--- src/rtl/ccd_link_pkg.sv ---
// ccd_link_pkg: framing constants, packetizer states and packet-length helper.
// Optional macro CCD_FRAME_CHECKSUM_EN adds the checksum state and byte.
`timescale 1ns/1ps
package ccd_link_pkg;

    localparam logic [7:0] SYNC0   = 8'hAA;
    localparam logic [7:0] SYNC1   = 8'h55;
    localparam logic [7:0] TRAILER = 8'h0A;

    typedef enum logic [2:0] {
        ST_IDLE,
        ST_HDR,
        ST_RD,
        ST_LAT,
        ST_SEND,
        ST_PAD,
`ifdef CCD_FRAME_CHECKSUM_EN
        ST_CK,
`endif
        ST_TR
    } state_e;

    // Total bytes on the wire for one line of the given pixel count.
    function automatic int pkt_len(input int pixels);
`ifdef CCD_FRAME_CHECKSUM_EN
        return pixels + 7;
`else
        return pixels + 6;
`endif
    endfunction

endpackage

--- src/rtl/ccd_frame_packetizer_slot.sv ---
// byte_tx_slot: one-byte output register for a valid/ready byte stream.
// A load overrides; otherwise the byte is held until it transfers.
`timescale 1ns/1ps
module byte_tx_slot (
    input  logic       clk,
    input  logic       n_rst,
    input  logic       load,
    input  logic [7:0] din,
    input  logic       ready,
    output logic [7:0] data,
    output logic       valid
);

    logic [7:0] data_q;
    logic [7:0] data_d;
    logic       valid_q;
    logic       valid_d;

    // Next slot contents: load wins, a transfer empties the slot.
    always_comb begin
        data_d  = data_q;
        valid_d = valid_q;
        if (load) begin
            data_d  = din;
            valid_d = 1'b1;
        end else if (valid_q && ready) begin
            valid_d = 1'b0;
        end
    end

    // Slot register.
    always_ff @(posedge clk or negedge n_rst) begin
        if (!n_rst) begin
            data_q  <= 8'h00;
            valid_q <= 1'b0;
        end else begin
            data_q  <= data_d;
            valid_q <= valid_d;
        end
    end

    assign data  = data_q;
    assign valid = valid_q;

endmodule

--- src/rtl/ccd_frame_packetizer.sv ---
// ccd_frame_packetizer: drains the CCD line FIFO into framed UART packets.
// Optional macro CCD_FRAME_CHECKSUM_EN adds the checksum byte before the trailer.
`timescale 1ns/1ps
module ccd_frame_packetizer
    import ccd_link_pkg::*;
#(
    parameter int PIXELS           = 1024,
    parameter int UNDERRUN_TIMEOUT = 4096
) (
    input  logic       clk,
    input  logic       n_rst,
    input  logic       serialsend_flag,
    output logic       rdreq,
    input  logic [7:0] q,
    input  logic       rdempty,
    output logic [7:0] tx_data,
    output logic       tx_valid,
    input  logic       tx_ready,
    output logic       busy,
    output logic       frame_done,
    output logic       frame_err
);

    localparam int              TW       = $clog2(UNDERRUN_TIMEOUT + 1);
    localparam logic [15:0]     PIX_LEN  = 16'(PIXELS);
    localparam logic [15:0]     PIX_LAST = 16'(PIXELS - 1);
    localparam logic [TW-1:0]   TO_LAST  = TW'(UNDERRUN_TIMEOUT - 1);
`ifdef CCD_FRAME_CHECKSUM_EN
    localparam state_e          PAY_NEXT = ST_CK;
`else
    localparam state_e          PAY_NEXT = ST_TR;
`endif

    state_e          state_q;
    state_e          state_d;
    logic            flag_q;
    logic            flag_d;
    logic [2:0]      hdr_cnt_q;
    logic [2:0]      hdr_cnt_d;
    logic [15:0]     pix_cnt_q;
    logic [15:0]     pix_cnt_d;
    logic [TW-1:0]   to_cnt_q;
    logic [TW-1:0]   to_cnt_d;
    logic [7:0]      seq_q;
    logic [7:0]      seq_d;
    logic            frame_done_q;
    logic            frame_done_d;
    logic            frame_err_q;
    logic            frame_err_d;
`ifdef CCD_FRAME_CHECKSUM_EN
    logic [7:0]      csum_q;
    logic [7:0]      csum_d;
    logic            csum_take;
`endif

    logic            rise;
    logic            xfer;
    logic            last_pix;
    logic            to_fire;
    logic            slot_load;
    logic [7:0]      slot_din;
    logic [7:0]      hdr_byte;

    assign rise     = serialsend_flag && !flag_q;
    assign xfer     = tx_valid && tx_ready;
    assign last_pix = (pix_cnt_q == PIX_LAST);
    assign to_fire  = (to_cnt_q == TO_LAST);

    byte_tx_slot u_slot (
        .clk   (clk),
        .n_rst (n_rst),
        .load  (slot_load),
        .din   (slot_din),
        .ready (tx_ready),
        .data  (tx_data),
        .valid (tx_valid)
    );

    // State register.
    always_ff @(posedge clk or negedge n_rst) begin
        if (!n_rst) state_q <= ST_IDLE;
        else        state_q <= state_d;
    end

    // Next-state: each sending state advances only when its byte transfers.
    always_comb begin
        state_d = state_q;
        unique case (state_q)
            ST_IDLE: if (rise) state_d = ST_HDR;
            ST_HDR:  if (xfer && hdr_cnt_q == 3'd4) state_d = ST_RD;
            ST_RD: begin
                if (!rdempty)     state_d = ST_LAT;
                else if (to_fire) state_d = ST_PAD;
            end
            ST_LAT:  state_d = ST_SEND;
            ST_SEND: if (xfer) state_d = last_pix ? PAY_NEXT : ST_RD;
            ST_PAD:  if (xfer && last_pix) state_d = PAY_NEXT;
`ifdef CCD_FRAME_CHECKSUM_EN
            ST_CK:   if (xfer) state_d = ST_TR;
`endif
            ST_TR:   if (xfer) state_d = ST_IDLE;
            default: state_d = ST_IDLE;
        endcase
    end

    // Header byte selected by the header counter.
    always_comb begin
        case (hdr_cnt_q)
            3'd0:    hdr_byte = SYNC0;
            3'd1:    hdr_byte = SYNC1;
            3'd2:    hdr_byte = seq_q;
            3'd3:    hdr_byte = PIX_LEN[15:8];
            default: hdr_byte = PIX_LEN[7:0];
        endcase
    end

    // Outputs: FIFO read strobe, busy and the byte offered to the slot.
    always_comb begin
        rdreq     = 1'b0;
        busy      = (state_q != ST_IDLE);
        slot_load = 1'b0;
        slot_din  = 8'h00;
        unique case (state_q)
            ST_HDR: begin
                slot_load = !tx_valid;
                slot_din  = hdr_byte;
            end
            ST_RD:  rdreq = !rdempty;
            ST_LAT: begin
                slot_load = 1'b1;
                slot_din  = q;
            end
            ST_PAD: begin
                slot_load = !tx_valid;
                slot_din  = 8'h00;
            end
`ifdef CCD_FRAME_CHECKSUM_EN
            ST_CK: begin
                slot_load = !tx_valid;
                slot_din  = csum_q;
            end
`endif
            ST_TR: begin
                slot_load = !tx_valid;
                slot_din  = TRAILER;
            end
            default: ;
        endcase
    end

    // Counters, sequence number, edge detect and status flags.
    always_comb begin
        flag_d       = serialsend_flag;
        hdr_cnt_d    = hdr_cnt_q;
        pix_cnt_d    = pix_cnt_q;
        to_cnt_d     = to_cnt_q;
        seq_d        = seq_q;
        frame_done_d = (state_q == ST_TR) && xfer;
        frame_err_d  = frame_err_q
                     | (rise && state_q != ST_IDLE)
                     | (state_q == ST_RD && rdempty && to_fire);
        if (state_q == ST_IDLE && rise) begin
            hdr_cnt_d = '0;
            pix_cnt_d = '0;
            to_cnt_d  = '0;
        end
        if (state_q == ST_HDR && xfer) hdr_cnt_d = hdr_cnt_q + 3'd1;
        if (state_q == ST_RD) to_cnt_d = rdempty ? to_cnt_q + TW'(1) : '0;
        if ((state_q == ST_SEND || state_q == ST_PAD) && xfer)
            pix_cnt_d = pix_cnt_q + 16'd1;
        if (state_q == ST_TR && xfer) seq_d = seq_q + 8'd1;
    end

`ifdef CCD_FRAME_CHECKSUM_EN
    assign csum_take = (state_q == ST_HDR && hdr_cnt_q >= 3'd2)
                     || state_q == ST_SEND || state_q == ST_PAD;

    // Running sum of seq, length and payload bytes as they transfer.
    always_comb begin
        csum_d = csum_q;
        if (state_q == ST_IDLE && rise) csum_d = 8'h00;
        else if (xfer && csum_take)     csum_d = csum_q + tx_data;
    end

    // Checksum register.
    always_ff @(posedge clk or negedge n_rst) begin
        if (!n_rst) csum_q <= 8'h00;
        else        csum_q <= csum_d;
    end
`endif

    // Datapath registers.
    always_ff @(posedge clk or negedge n_rst) begin
        if (!n_rst) begin
            flag_q       <= 1'b0;
            hdr_cnt_q    <= '0;
            pix_cnt_q    <= '0;
            to_cnt_q     <= '0;
            seq_q        <= 8'h00;
            frame_done_q <= 1'b0;
            frame_err_q  <= 1'b0;
        end else begin
            flag_q       <= flag_d;
            hdr_cnt_q    <= hdr_cnt_d;
            pix_cnt_q    <= pix_cnt_d;
            to_cnt_q     <= to_cnt_d;
            seq_q        <= seq_d;
            frame_done_q <= frame_done_d;
            frame_err_q  <= frame_err_d;
        end
    end

    assign frame_done = frame_done_q;
    assign frame_err  = frame_err_q;

endmodule

--- config.mk ---
export PLATFORM = sky130hd
export DESIGN_NAME = ccd_frame_packetizer
export DESIGN_NICKNAME = d
export VERILOG_FILES = /design/src/rtl/ccd_link_pkg.sv /design/src/rtl/ccd_frame_packetizer_slot.sv /design/src/rtl/ccd_frame_packetizer.sv
export SDC_FILE = /design/constraint.sdc
export NUM_CORES = 1
export LEC_CHECK = 0
export BUFFER_PORTS_ARGS = -buffer_cell sky130_fd_sc_hd__buf_2
export CAP_MARGIN = 0
export CORE_MARGIN = 2
export CORE_UTILIZATION = 64
export DETAILED_ROUTE_END_ITERATION = 10
export PLACE_DENSITY = 0.95
export SLEW_MARGIN = 20
export SYNTH_ARGS = -nofsm -noshare
export SYNTH_HDL_FRONTEND = slang
export SYNTH_SLANG_ARGS = --single-unit
--- constraint.sdc ---
create_clock -name clk -period 4.1 [get_ports clk]
set_input_delay 0 -clock clk [delete_from_list [all_inputs] [get_ports clk]]
set_output_delay 0 -clock clk [all_outputs]
set_load 0.02 [all_outputs]
; ---- Word-level counts from Yosys, hierarchy flattened
; Index checks and enable logic that the tools add are counted.
[classes]
muxes = 22
n_reduce_logical = 24
n_addsub = 4
n_eq_ne = 18
n_bitwise = 2
[op_table]
columns = cell, count
row1 = $mux 13, 3
row2 = $mux 16, 2
row3 = $pmux 8 s4, 1
row4 = $mux 3, 10
row5 = $pmux 8 s3, 1
row6 = $pmux 3 s7, 1
row7 = $add 16x1->16 const B, 1
row8 = $eq 16x10->1 const B, 1
row9 = $add 13x1->13 const B, 1
row10 = $eq 13x12->1 const B, 1
row11 = $eq 3x2->1 const B, 4
row12 = $eq 3x3->1 const B, 4
row13 = $logic_and 1x1->1, 11
row14 = $ne 2x2->1 const B, 5
row15 = $add 8x1->8 const B, 1
row16 = $reduce_bool 2->1, 4
row17 = $eq 3x1->1 const B, 2
row18 = $logic_not 3->1, 2
row19 = $reduce_and 6->1, 1
row20 = $add 3x1->3 const B, 1
row21 = $logic_not 1->1, 3
row22 = $mux 1, 3
row23 = $ne 3x3->1 const B, 1
row24 = $reduce_bool 3->1, 1
row25 = 4 further kinds, 5
[totals]
output_inout_bits = 13
ff_bits = 55

; ---- Logic depth before layout (Yosys ltp)
; Gate-level depths: netlist (run 1).
[logic_depth]
depth_word = 5
mapped_depth = 7
depth_no_buf = 7

; ---- Hierarchy
; A second synthesis (run 1) with hierarchy kept.
[unflattened]
hier_cells = 306
hier_area_um2 = 2942.8
[by_module_without_submodules]
columns = mod, cells_each, area_per_inst_um2, instances
row1 = ccd_frame_packetizer, 286, 2573.7, 1
row2 = byte_tx_slot, 20, 369.1, 1

; ---- Worst setup path before layout (run 1)
; OpenSTA, ideal clock, no wires.
[synth_timing]
path_kind = reg2reg
from = reg u_slot.valid_q (netlist: u_slot.valid)
to = reg seq_q[6]
path_stages_with_launch = 7
required_ps = 3977
t_arrival_ps = 1589
period_less_slack_ps = 1712
n_path_buf = 1
path_slack_ps = 2388
cell_sequence = dfrtp_1 buf_2 nand2_1 nor4b_4 and3_1 nand4_1 xnor2_1
[synth_between]
elab_chain_len = 2
[synth_rtl]
columns = element, line_no
row1 = start: declaration, ccd_frame_packetizer_slot.sv:16  ; logic valid_q;
row2 = start signal: assignment, ccd_frame_packetizer_slot.sv:38  ; valid_q <= valid_d;
row3 = $logic_and 1x1->1, ccd_frame_packetizer.sv:65  ; assign xfer = tx_valid && tx_ready;
row4 = $logic_and 1x1->1, n/a
row5 = named net frame_done_d, ccd_frame_packetizer.sv:47  ; logic frame_done_d;
row6 = end signal: assignment, ccd_frame_packetizer.sv:207  ; seq_q <= seq_d;
row7 = end: declaration, ccd_frame_packetizer.sv:44  ; logic [7:0] seq_q;
; The timed path passes the listed nets, and every way through them passes these cells.
; A chain may end at the register's enable or synchronous reset.

; ---- Worst setup path in the final report (run 1)
[layout_timing]
from = reg state_q[0]
to = reg pix_cnt_q[13]
[layout_between]
elab_chain_len = 4
[layout_rtl]
columns = element, line_no
row1 = start: declaration, ccd_frame_packetizer.sv:34  ; state_e state_q;
row2 = start signal: assignment, ccd_frame_packetizer.sv:82  ; else state_q <= state_d;
row3 = $eq 3x3->1, ccd_frame_packetizer.sv:169  ; if ((state_q == ST_SEND || state_q == ST_PAD) && xfer)
row4 = $logic_or 1x1->1, ccd_frame_packetizer.sv:169
row5 = $logic_and 1x1->1, ccd_frame_packetizer.sv:169
row6 = $mux 16 / $reduce_bool 2->1 (equally long branches), n/a
row7 = end signal: assignment, ccd_frame_packetizer.sv:205  ; pix_cnt_q <= pix_cnt_d;
row8 = end: declaration, ccd_frame_packetizer.sv:40  ; logic [15:0] pix_cnt_q;
; Several ways; a longest one is shown, not always the timed one.

==> Flow_metrics.wiki, run 1 <==
{| class="wikitable"
! Metric !! Value
|-
| Final cycle utilization of the critical path || 53.5%
|-
| Maximum ir drop on the vdd rail || 0.253 mV
|-
| Routed length on met3 || 252 um
|-
| Most used cell along the critical path || sky130_fd_sc_hd__o21ai_0
|-
| Number of iterations in the first detailed-routing pass || 4
|-
| Average cell area after synthesis || 9.00 um^2
|-
| Crit path time final || 2.19 ns
|-
| Grt ovf || 0
|-
| Path type of the worst setup path || flop to flop
|-
| Syn Std Cell Area || 0.00297 mm^2
|-
| Global-route wire length before repair || 11300 um
|-
| Height of the chip || 72.1 um
|-
| # resized after CTS || 0
|-
| Count of buffers from port buffering || 25
|-
| Type of the worst min-delay path || input port to flop
|-
| Via count of the first global-routing pass || 2564
|-
| Number of synthesized flops with an enable pin || 0
|-
| Critical Path Max Stage Delay || 0.56 ns
|-
| Number of antenna diodes || 0
|-
| Iter 0 DRT Violations || 232
|-
| Placement-stage worst setup slack || 1.90 ns
|-
| Largest net degree at the start of global routing || 56
|-
| Antenna violations before repair || 0
|-
| Area share of the largest cell type after synthesis || 46.3%
|-
| Area of the die || 0.00520 mm^2
|-
| Highest fanout seen on the critical path || 14
|-
| Post-synth cell types || 51
|-
| Ratio of routed vias to standard cells || 6.44
|-
| Synth warnings || 0
|-
| Number of sinks driven by the clock tree || 55
|-
| Result of the run || completed
|-
| Wire length on met1 || 2810 um
|-
| Endpoint arrival time on the critical path || 2.39 ns
|-
| Cell chosen for the clock root || sky130_fd_sc_hd__clkbuf_8
|-
| Synthesized netlist cell count || 330
|-
| CTS clock-pin slew for the worst setup and hold paths || 0.10 ns
|-
| Critical path buffer and inverter count || 0
|-
| IO Count || 26
|-
| Maximum root-to-sink buffer count || 2
|-
| Cell types occupying the most area after synthesis || sky130_fd_sc_hd__dfrtp_1 46%, sky130_fd_sc_hd__o21ai_0 9.1%, sky130_fd_sc_hd__nand2_1 4.7%, sky130_fd_sc_hd__nand3_1 3.7%, sky130_fd_sc_hd__ha_1 3.4%
|-
| Setup slack of the critical path after layout || 1.91 ns
|-
| Top_reg_cell synth || sky130_fd_sc_hd__dfrtp_1
|-
| CP delay by family, top || simple AND/OR/NAND/NOR gates
|-
| Top cells by count, synth || 55 x sky130_fd_sc_hd__dfrtp_1, 54 x sky130_fd_sc_hd__o21ai_0, 37 x sky130_fd_sc_hd__nand2_1
|-
| Max-cap check violation count || 0
|-
| Number of setup violations in the final report || 0
|-
| Hold bufs inserted after CTS || 3
|-
| DRC violations left || 0
|-
| Post-synthesis sequential area ratio || 46.3%
|-
| Syn_nets || 351
|-
| Leakage power total || 0.00139 uW
|-
| Vias after detailed routing || 2620
|-
| Unrepaired setup endpoints after global routing || false
|-
| Post-synthesis cell type with the largest combined area || sky130_fd_sc_hd__dfrtp_1
|-
| Worst setup SP type || flop
|-
| Post-synthesis register bit count || 55
|-
| Tightest Pin Transition || 0.842 ns
|-
| Critical path capture point type || flop
|-
| Pwr dens || 539 mW/mm^2
|-
| Count of H-tree levels built during CTS || 2
|-
| Worst path cell trace || nor2_1 > nand3_1 > and2_1 > o21ai_0 > o21ai_0
|-
| Synth async-reset ratio || 100%
|-
| Routed wire per std cell || 16.0 um
|-
| DRT Wirelength || 6510 um
|-
| Timing-limited maximum frequency || 456 MHz
|-
| Met2 routed WL || 3260 um
|-
| DRT antenna net count || 0
|-
| Nets || 375
|-
| CTS buffer count || 5
|-
| Cell with the largest stage delay on the worst path || sky130_fd_sc_hd__dfrtp_1
|-
| Hold violation count in the final report || 0
|-
| Later-pin clock latency in the skew report || 0.32 ns
|-
| Core area || 0.00441 mm^2
|-
| Number of max-slew violations in the final report || 0
|-
| Tightest slew margin relative to the limit || 43.5%
|-
| Ratio of cells with drive above 1 in the final layout || 13.2%
|-
| Setup bufs post-CTS || 0
|-
| Overall fraction of global-route tracks in use || 27.7%
|-
| Chip width || 72.1 um
|-
| Clock tree from TritonCTS || built
|-
| Total negative setup slack || 0 ns
|-
| Most numerous cell in the Yosys netlist || sky130_fd_sc_hd__dfrtp_1
|-
| Area overhead of the layout relative to synthesis || 8.97%
|-
| Initial standard-cell utilization of the core || 67.3%
|-
| Required time of the critical path || 4.30 ns
|-
| Max Used Layer || met4
|-
| Number of placement rows || 24
|-
| Placed wire-length estimate after detailed placement || 4560 um
|-
| Gp weighted congestion || 0.876
|-
| Clock tree skew after final layout || 0.0110 ns
|}
## worst min-delay path: cells and delay by family
kind	cells	cell delay [ns]
compound gates	2	0.21
buf+inv	1	0.09
## cells by family after synthesis
| family | synth area share [%] |
|---|---|
| AND/OR/NAND/NOR | 22.5 |
| buffers and inverters | 3.16 |
| adder cells (fa/ha/maj) | 3.37 |
| flip-flops | 46.3 |
| XOR/XNOR | 2.06 |
| AO/OA/AOI/OAI | 21.9 |
| multiplexers | 0.716 |
## cell type report
class | count | area [um^2]
clock buffer | 7 | 96.3
inverter | 7 | 28.8
timing repair buffer | 29 | 163
sequential | 55 | 1380
multi-input combinational | 256 | 1500
clock inverter | 1 | 7.51
tap | 52 | 65.1
fill | 325 | 1180
## power breakdown
part           leakage [uW]  internal (uW)  switching (uW)
sequential         0.000740            627             137
combinational      0.000600            236             413
clock             0.0000505            154             179
## stage by stage
stage          total power (uW)  std cells  util [%]  instance area, um^2  hold slack [ns]
3_3_place_gp               1370        396      70.3                 3100            0.145
2_1_floorplan              1240        330         -                 2970           -0.296
4_1_cts                    1740        407      73.4                 3240          0.00971
5_1_grt                    1870        407      73.4                 3240           0.0710
6_report                   1750        407      73.4                 3240           0.0137
3_5_place_dp               1410        396      70.3                 3100            0.147
## placed cells by master (no fill, tap or decap), types with 2 or more instances in the layout
cell	n
sky130_fd_sc_hd__dfrtp_1	55
sky130_fd_sc_hd__o21ai_0	53
sky130_fd_sc_hd__nand2_1	37
sky130_fd_sc_hd__buf_2	25
sky130_fd_sc_hd__nor2_1	24
sky130_fd_sc_hd__nand3_1	22
sky130_fd_sc_hd__a21oi_1	19
sky130_fd_sc_hd__nand4_1	10
sky130_fd_sc_hd__o31ai_1	9
sky130_fd_sc_hd__o21ai_1	8
sky130_fd_sc_hd__ha_1	8
sky130_fd_sc_hd__clkbuf_8	7
sky130_fd_sc_hd__inv_1	5
sky130_fd_sc_hd__o211ai_1	5
sky130_fd_sc_hd__a31oi_1	5
sky130_fd_sc_hd__and3_1	4
sky130_fd_sc_hd__xnor2_1	4
sky130_fd_sc_hd__nor3_1	3
sky130_fd_sc_hd__and2_1	3
sky130_fd_sc_hd__nor2b_1	3
sky130_fd_sc_hd__nor4_1	3
sky130_fd_sc_hd__or3_1	3
sky130_fd_sc_hd__xor2_1	3
sky130_fd_sc_hd__a22o_1	3
sky130_fd_sc_hd__dlygate4sd3_1	3
sky130_fd_sc_hd__nand2b_1	2
sky130_fd_sc_hd__o311ai_0	2
sky130_fd_sc_hd__o22ai_1	2
sky130_fd_sc_hd__o41ai_1	2
## state kept, by name, summed over array words and instances, names as in the netlist
| name | count |
|---|---|
| flag_q | 1 |
| frame_done | 1 |
| frame_err | 1 |
| hdr_cnt_q | 3 |
| pix_cnt_q | 16 |
| seq_q | 8 |
| state_q | 3 |
| to_cnt_q | 13 |
| u_slot.data | 8 |
| u_slot.valid | 1 |
## path summary, 6_finish.rpt
kind | from | to | cells after the start | slack [ns]
worst max-delay path | state_q[0] | pix_cnt_q[13] | 5 | 1.91
worst min-delay path | q[2] | u_slot.data[2] | 3 | 0.01
worst max register to register | state_q[0] | pix_cnt_q[13] | 5 | 1.91
worst min register to register | u_slot.data[2] | u_slot.data[2] | 2 | 0.48
max in group asynchronous | n_rst | to_cnt_q[9] | 3 | 3.30
min in group asynchronous | n_rst | u_slot.data[6] | 3 | 0.34
## layer usage
layer,global-route usage (%),vias up
li1,-,1268
met1,35.8,1254
met2,45.6,80
met3,4.17,18
met4,13.6,0
met5,0,-
Power figures use the tool's default switching activity.
==> run 2, diff against run 1 <==
Settings changed: CORE_UTILIZATION 64 to 59, PLACE_DENSITY 0.95 to 0.91.
Clock period 4.1 ns to 2.25 ns, I/O delays scaled along.
==> run 2 against run 1 <==
Against the previous run:
- maximum frequency increased by 8.0%
- design area up 3.1%
- clock-buffer cell count down 1
- non-clock buffer count is 7 higher
- utilization is 3.6 points lower
- largest cell class unchanged
==> Flow_metrics.wiki, run 2 (synthesis results as in run 1) <==
{| class="wikitable"
! Metric !! Value
|-
| Gp weighted congestion || 0.914
|-
| Clock tree from TritonCTS || built
|-
| Count of buffers from port buffering || 25
|-
| CTS clock-pin slew for the worst setup and hold paths || 0.10 ns
|-
| Number of setup violations in the final report || 0
|-
| Maximum root-to-sink buffer count || 2
|-
| Area overhead of the layout relative to synthesis || 12.3%
|-
| DRC violations left || 0
|-
| Final cell utilization of the core || 69.8%
|-
| Fillers || 380
|-
| Final Non-Filler Cells || 429
|-
| Nets || 382
|-
| Placed insts || 418
|-
| Worst path cell trace || nand4b_1 > nor2b_1 > nand2_1 > o211ai_1 > o31ai_1
|-
| DRT Wirelength || 6630 um
|-
| # resized after CTS || 0
|-
| Largest net degree at the start of global routing || 26
|-
| Height of the chip || 75.0 um
|-
| Area of the die || 0.00562 mm^2
|-
| Endpoint arrival time on the critical path || 2.23 ns
|-
| Flip-flop count of the largest register, all copies and words added || 16
|-
| Crit path time final || 2.03 ns
|-
| Result of the run || completed
|-
| Number of placement rows || 25
|-
| Most common cell after layout, fill and taps aside || sky130_fd_sc_hd__dfrtp_1
|-
| Clock tree skew after final layout || 0.00903 ns
|-
| Antenna violations before repair || 0
|-
| Number of iterations in the first detailed-routing pass || 4
|-
| Tightest Pin Transition || 0.519 ns
|-
| Origin of the critical flop-to-flop path || state_q[2]
|-
| Number of sinks driven by the clock tree || 55
|-
| Final cycle utilization of the critical path || 90.3%
|-
| Routed wire per std cell || 15.4 um
|-
| Timing-limited maximum frequency || 492 MHz
|-
| Ratio of cells with drive above 1 in the final layout || 14.6%
|-
| Power, Total || 3390 uW
|-
| Total negative setup slack || 0 ns
|-
| Pwr dens || 1020 mW/mm^2
|-
| DRT antenna net count || 0
|-
| Tightest slew margin relative to the limit || 65.2%
|-
| Critical path buffer and inverter count || 0
|-
| Via count of the first global-routing pass || 2593
|-
| Grt ovf || 0
|-
| Path type of the worst setup path || flop to flop
|-
| CP delay by family, top || simple AND/OR/NAND/NOR gates
|-
| Required time of the critical path || 2.45 ns
|-
| Global-route wire length before repair || 11300 um
|-
| Max-cap check violation count || 0
|-
| Hold violation count in the final report || 0
|-
| Number of antenna diodes || 0
|-
| Placed wire-length estimate after detailed placement || 4780 um
|-
| Worst hold start || q[2]
|-
| Critical path capture point type || flop
|-
| Worst reg2reg setup slack || 0.22 ns
|-
| Ratio of routed vias to standard cells || 6.19
|-
| Critical path launch point || state_q[2]
|-
| Number of max-slew violations in the final report || 0
|-
| CTS buffer count || 5
|-
| Unrepaired setup endpoints after global routing || false
|-
| Later-pin clock latency in the skew report || 0.31 ns
|-
| Most flops, register || pix_cnt_q
|-
| Type of the worst min-delay path || input port to flop
|-
| Commonest cells after routing, fill and taps aside || 55 x sky130_fd_sc_hd__dfrtp_1, 54 x sky130_fd_sc_hd__o21ai_0, 37 x sky130_fd_sc_hd__nand2_1
|-
| Biggest regs || pix_cnt_q (16), to_cnt_q (13)
|-
| Worst setup SP type || flop
|-
| Iter 0 DRT Violations || 156
|-
| Core area || 0.00479 mm^2
|-
| Setup bufs post-CTS || 0
|-
| Chip width || 75.0 um
|-
| Vias after detailed routing || 2655
|-
| Cell chosen for the clock root || sky130_fd_sc_hd__clkbuf_8
|-
| Critical Path Max Stage Delay || 0.64 ns
|-
| IO Count || 26
|-
| Maximum ir drop on the vdd rail || 0.505 mV
|-
| Overall fraction of global-route tracks in use || 26.3%
|-
| Count of H-tree levels built during CTS || 2
|-
| Cell with the largest stage delay on the worst path || sky130_fd_sc_hd__dfrtp_1
|-
| Hold bufs inserted after CTS || 3
|-
| Hold Worst Slack || 0.0168 ns
|-
| Leakage power total || 0.00144 uW
|-
| Initial standard-cell utilization of the core || 62.1%
|-
| Highest fanout seen on the critical path || 17
|}
-- run 2: changes by cell type in the layout (fill, tap and decap cells not counted), sizes merged --
| cell | previous run | this run |
|---|---|---|
| clkbuf | 7 | 6 |
| bufinv | 0 | 2 |
| clkinvlp | 1 | 0 |
| buf | 26 | 33 |
-- run 2: path summary, 6_finish.rpt --
path / cells after the start / end
setup reg to reg: 5 / pix_cnt_q[15]
hold reg to reg: 2 / u_slot.data[2]
min in group asynchronous: 2 / hdr_cnt_q[1]
max in group asynchronous: 3 / to_cnt_q[8]
hold / removal: 3 / u_slot.data[2]
setup / recovery: 5 / pix_cnt_q[15]
-- run 2: per-stage QoR --
step           setup WS [ns]  cell area (um^2)
2_1_floorplan          0.538              2970
3_3_place_gp           0.373              3180
3_5_place_dp           0.316              3180
4_1_cts                0.269              3340
5_1_grt               0.0241              3340
6_report               0.217              3340
-- run 2: per-layer routing --
metal | up-vias | GRT usage (%) | routed length [um]
met2 | 81 | 44.8 | 3400
met1 | 1280 | 32.0 | 2730
met5 | - | 0 | 0
li1 | 1273 | - | -
met4 | 0 | 13.3 | 206
met3 | 21 | 4.42 | 289
-- run 2: power by group --
group	internal, uW	total (uW)	switching, uW
Combinational	472	1270	800
Clock	445	762	317
Sequential	1140	1360	217
Total	2060	3390	1330
-- run 2: area by class of cell --
type	count	area (um^2)	area share, %
Clock buffer	6	72.6	2.17
Timing Repair Buffer	36	215	6.45
Clock inverter	2	60.1	1.80
Sequential cell	55	1380	41.2
Multi-Input combinational cell	256	1500	45.0
Inverter	7	28.8	0.862
Tap cell	67	83.8	2.51
-- run 2: worst min-delay path, stage by stage --
cell	delay, ns
sky130_fd_sc_hd__buf_2	0.08
sky130_fd_sc_hd__a22oi_1	0.07
sky130_fd_sc_hd__o21ai_0	0.13
==> run 3, diff against run 2 <==
Settings changed: CORE_ASPECT_RATIO from default to 1.5.
==> run 3 against run 2 <==
Against the previous run:
- routed wire length rose by 1.4%
- critical path type unchanged
- highest routed layer unchanged
- critical path depth down 1
- via count decreased by 1.1%
- register-to-register slack better by 0.11 ns
==> Flow_metrics.wiki, run 3 (synthesis results as in run 1) <==
{| class="wikitable"
! Metric !! Value
|-
| Grt ovf || 0
|-
| Cell chosen for the clock root || sky130_fd_sc_hd__clkbuf_8
|-
| Placed wire-length estimate after detailed placement || 4680 um
|-
| Max-cap check violation count || 0
|-
| Placement-stage worst setup slack || 0.367 ns
|-
| CTS buffer count || 5
|-
| Clock tree from TritonCTS || built
|-
| Number of setup violations in the final report || 0
|-
| Worst reg2reg setup slack || 0.33 ns
|-
| Flip-flop count of the largest register, all copies and words added || 16
|-
| Overall fraction of global-route tracks in use || 27.0%
|-
| Height of the chip || 90.9 um
|-
| Power, Total || 3400 uW
|-
| Clock tree skew after final layout || 0.00901 ns
|-
| Critical path capture point type || flop
|-
| Critical Path Max Stage Delay || 0.58 ns
|-
| Gp weighted congestion || 0.908
|-
| Biggest regs || pix_cnt_q (16), to_cnt_q (13)
|-
| Hold violation count in the final report || 0
|-
| Required time of the critical path || 2.50 ns
|-
| Fillers || 361
|-
| Global-route wire length before repair || 11700 um
|-
| IO Count || 26
|-
| Worst path cell trace || buf_4 > or4_1 > or3_1 > o21ai_1
|-
| Timing-limited maximum frequency || 520 MHz
|-
| Type of the worst min-delay path || input port to asynchronous set/reset pin
|-
| Number of max-slew violations in the final report || 0
|-
| Most common cell after layout, fill and taps aside || sky130_fd_sc_hd__dfrtp_1
|-
| CTS clock-pin slew for the worst setup and hold paths || 0.10 ns
|-
| Critical path buffer and inverter count || 1
|-
| Total area of multi-input combinational cells || 0.00150 mm^2
|-
| DRT antenna net count || 0
|-
| Largest net degree at the start of global routing || 40
|-
| DRC violations left || 0
|-
| Maximum root-to-sink buffer count || 2
|-
| Number of sinks driven by the clock tree || 55
|-
| Final cycle utilization of the critical path || 85.5%
|-
| Number of gates on the worst path with buffers counted || 4
|-
| Register Area || 0.00138 mm^2
|-
| Number of antenna diodes || 0
|-
| Unrepaired setup endpoints after global routing || false
|-
| Highest fanout seen on the critical path || 10
|-
| Path type of the worst setup path || flop to flop
|-
| Pwr dens || 1020 mW/mm^2
|-
| Origin of the critical flop-to-flop path || state_q[1]
|-
| Most flops, register || pix_cnt_q
|-
| Ratio of cells with drive above 1 in the final layout || 14.6%
|-
| CP delay by family, top || simple AND/OR/NAND/NOR gates
|-
| Vias after detailed routing || 2625
|-
| DRT Wirelength || 6720 um
|-
| Tightest slew margin relative to the limit || 61.6%
|-
| Setup slack of the critical path after layout || 0.327 ns
|-
| Crit path time final || 1.92 ns
|-
| Antenna violations before repair || 0
|-
| Chip width || 61.9 um
|-
| Initial standard-cell utilization of the core || 61.3%
|-
| Total negative setup slack || 0 ns
|-
| Result of the run || completed
|-
| Commonest cells after routing, fill and taps aside || 55 x sky130_fd_sc_hd__dfrtp_1, 54 x sky130_fd_sc_hd__o21ai_0, 37 x sky130_fd_sc_hd__nand2_1
|-
| Endpoint arrival time on the critical path || 2.17 ns
|-
| Worst setup SP type || flop
|-
| Reg-to-Reg End || u_slot.data[4]
|-
| Nets || 382
|-
| Maximum ir drop on the vdd rail || 0.546 mV
|-
| Routed wire per std cell || 15.7 um
|-
| Core area || 0.00485 mm^2
|-
| Iter 0 DRT Violations || 205
|-
| Area of the die || 0.00563 mm^2
|-
| Count of H-tree levels built during CTS || 2
|-
| Later-pin clock latency in the skew report || 0.31 ns
|-
| Leakage power total || 0.00144 uW
|-
| Area overhead of the layout relative to synthesis || 12.5%
|-
| Tightest Pin Transition || 0.573 ns
|-
| Count of buffers from port buffering || 25
|-
| Hold Worst Slack || 0.118 ns
|-
| Via count of the first global-routing pass || 2579
|-
| Number of placement rows || 31
|-
| Number of iterations in the first detailed-routing pass || 4
|-
| Cell with the largest stage delay on the worst path || sky130_fd_sc_hd__or4_1
|-
| R2r worst-path depth || 4
|-
| Ratio of routed vias to standard cells || 6.13
|}
==> run 3: metrics by stage <==
step	utilization, %	area (um^2)	cells
floorplan	-	2970	330
global placement	65.3	3170	416
detailed placement	65.3	3170	416
CTS	69.0	3340	428
global route	69.0	3340	428
finish	69.0	3340	428
==> run 3: metal layers <==
layer / GRT usage, % / routed length (um)
met1: 32.8 / 2720
met2: 45.1 / 3590
met3: 5.16 / 218
met4: 10.5 / 195
met5: 0 / 0
==> run 3: final cells by class <==
cell class / count / share of cell area, %
Clock inverter: 3 / 2.02
Sequential cell: 55 / 41.2
Clock buffer: 5 / 2.06
Timing Repair Buffer: 36 / 6.51
Tap cell: 66 / 2.47
Multi-Input combinational cell: 256 / 44.9
Inverter: 7 / 0.861
==> run 3: how the worst max path moves through the flow <==
stage	startpoint	end	slack, ns
final	state_q[1]	u_slot.data[4]	0.33
after global routing	to_cnt_q[0]	state_q[1]	0.15
after CTS	u_slot.valid	seq_q[5]	0.33
after detailed placement	to_cnt_q[0]	state_q[1]	0.37
after global placement	state_q[0]	frame_err	0.43
after floorplan	u_slot.valid	seq_q[6]	0.54
==> run 3: power breakdown <==
group          switching [uW]  total, uW  internal, uW
logic                     796       1260           461
registers                 231       1370          1140
clock network             324        768           444
==> run 3: timing repair <==
action	4_1_cts	5_1_grt
resized for setup	0	0
hold buffers	4	0
endpoints found under the setup margin	0	0
hold endpoints to repair	19	0
buffers inserted	0	0
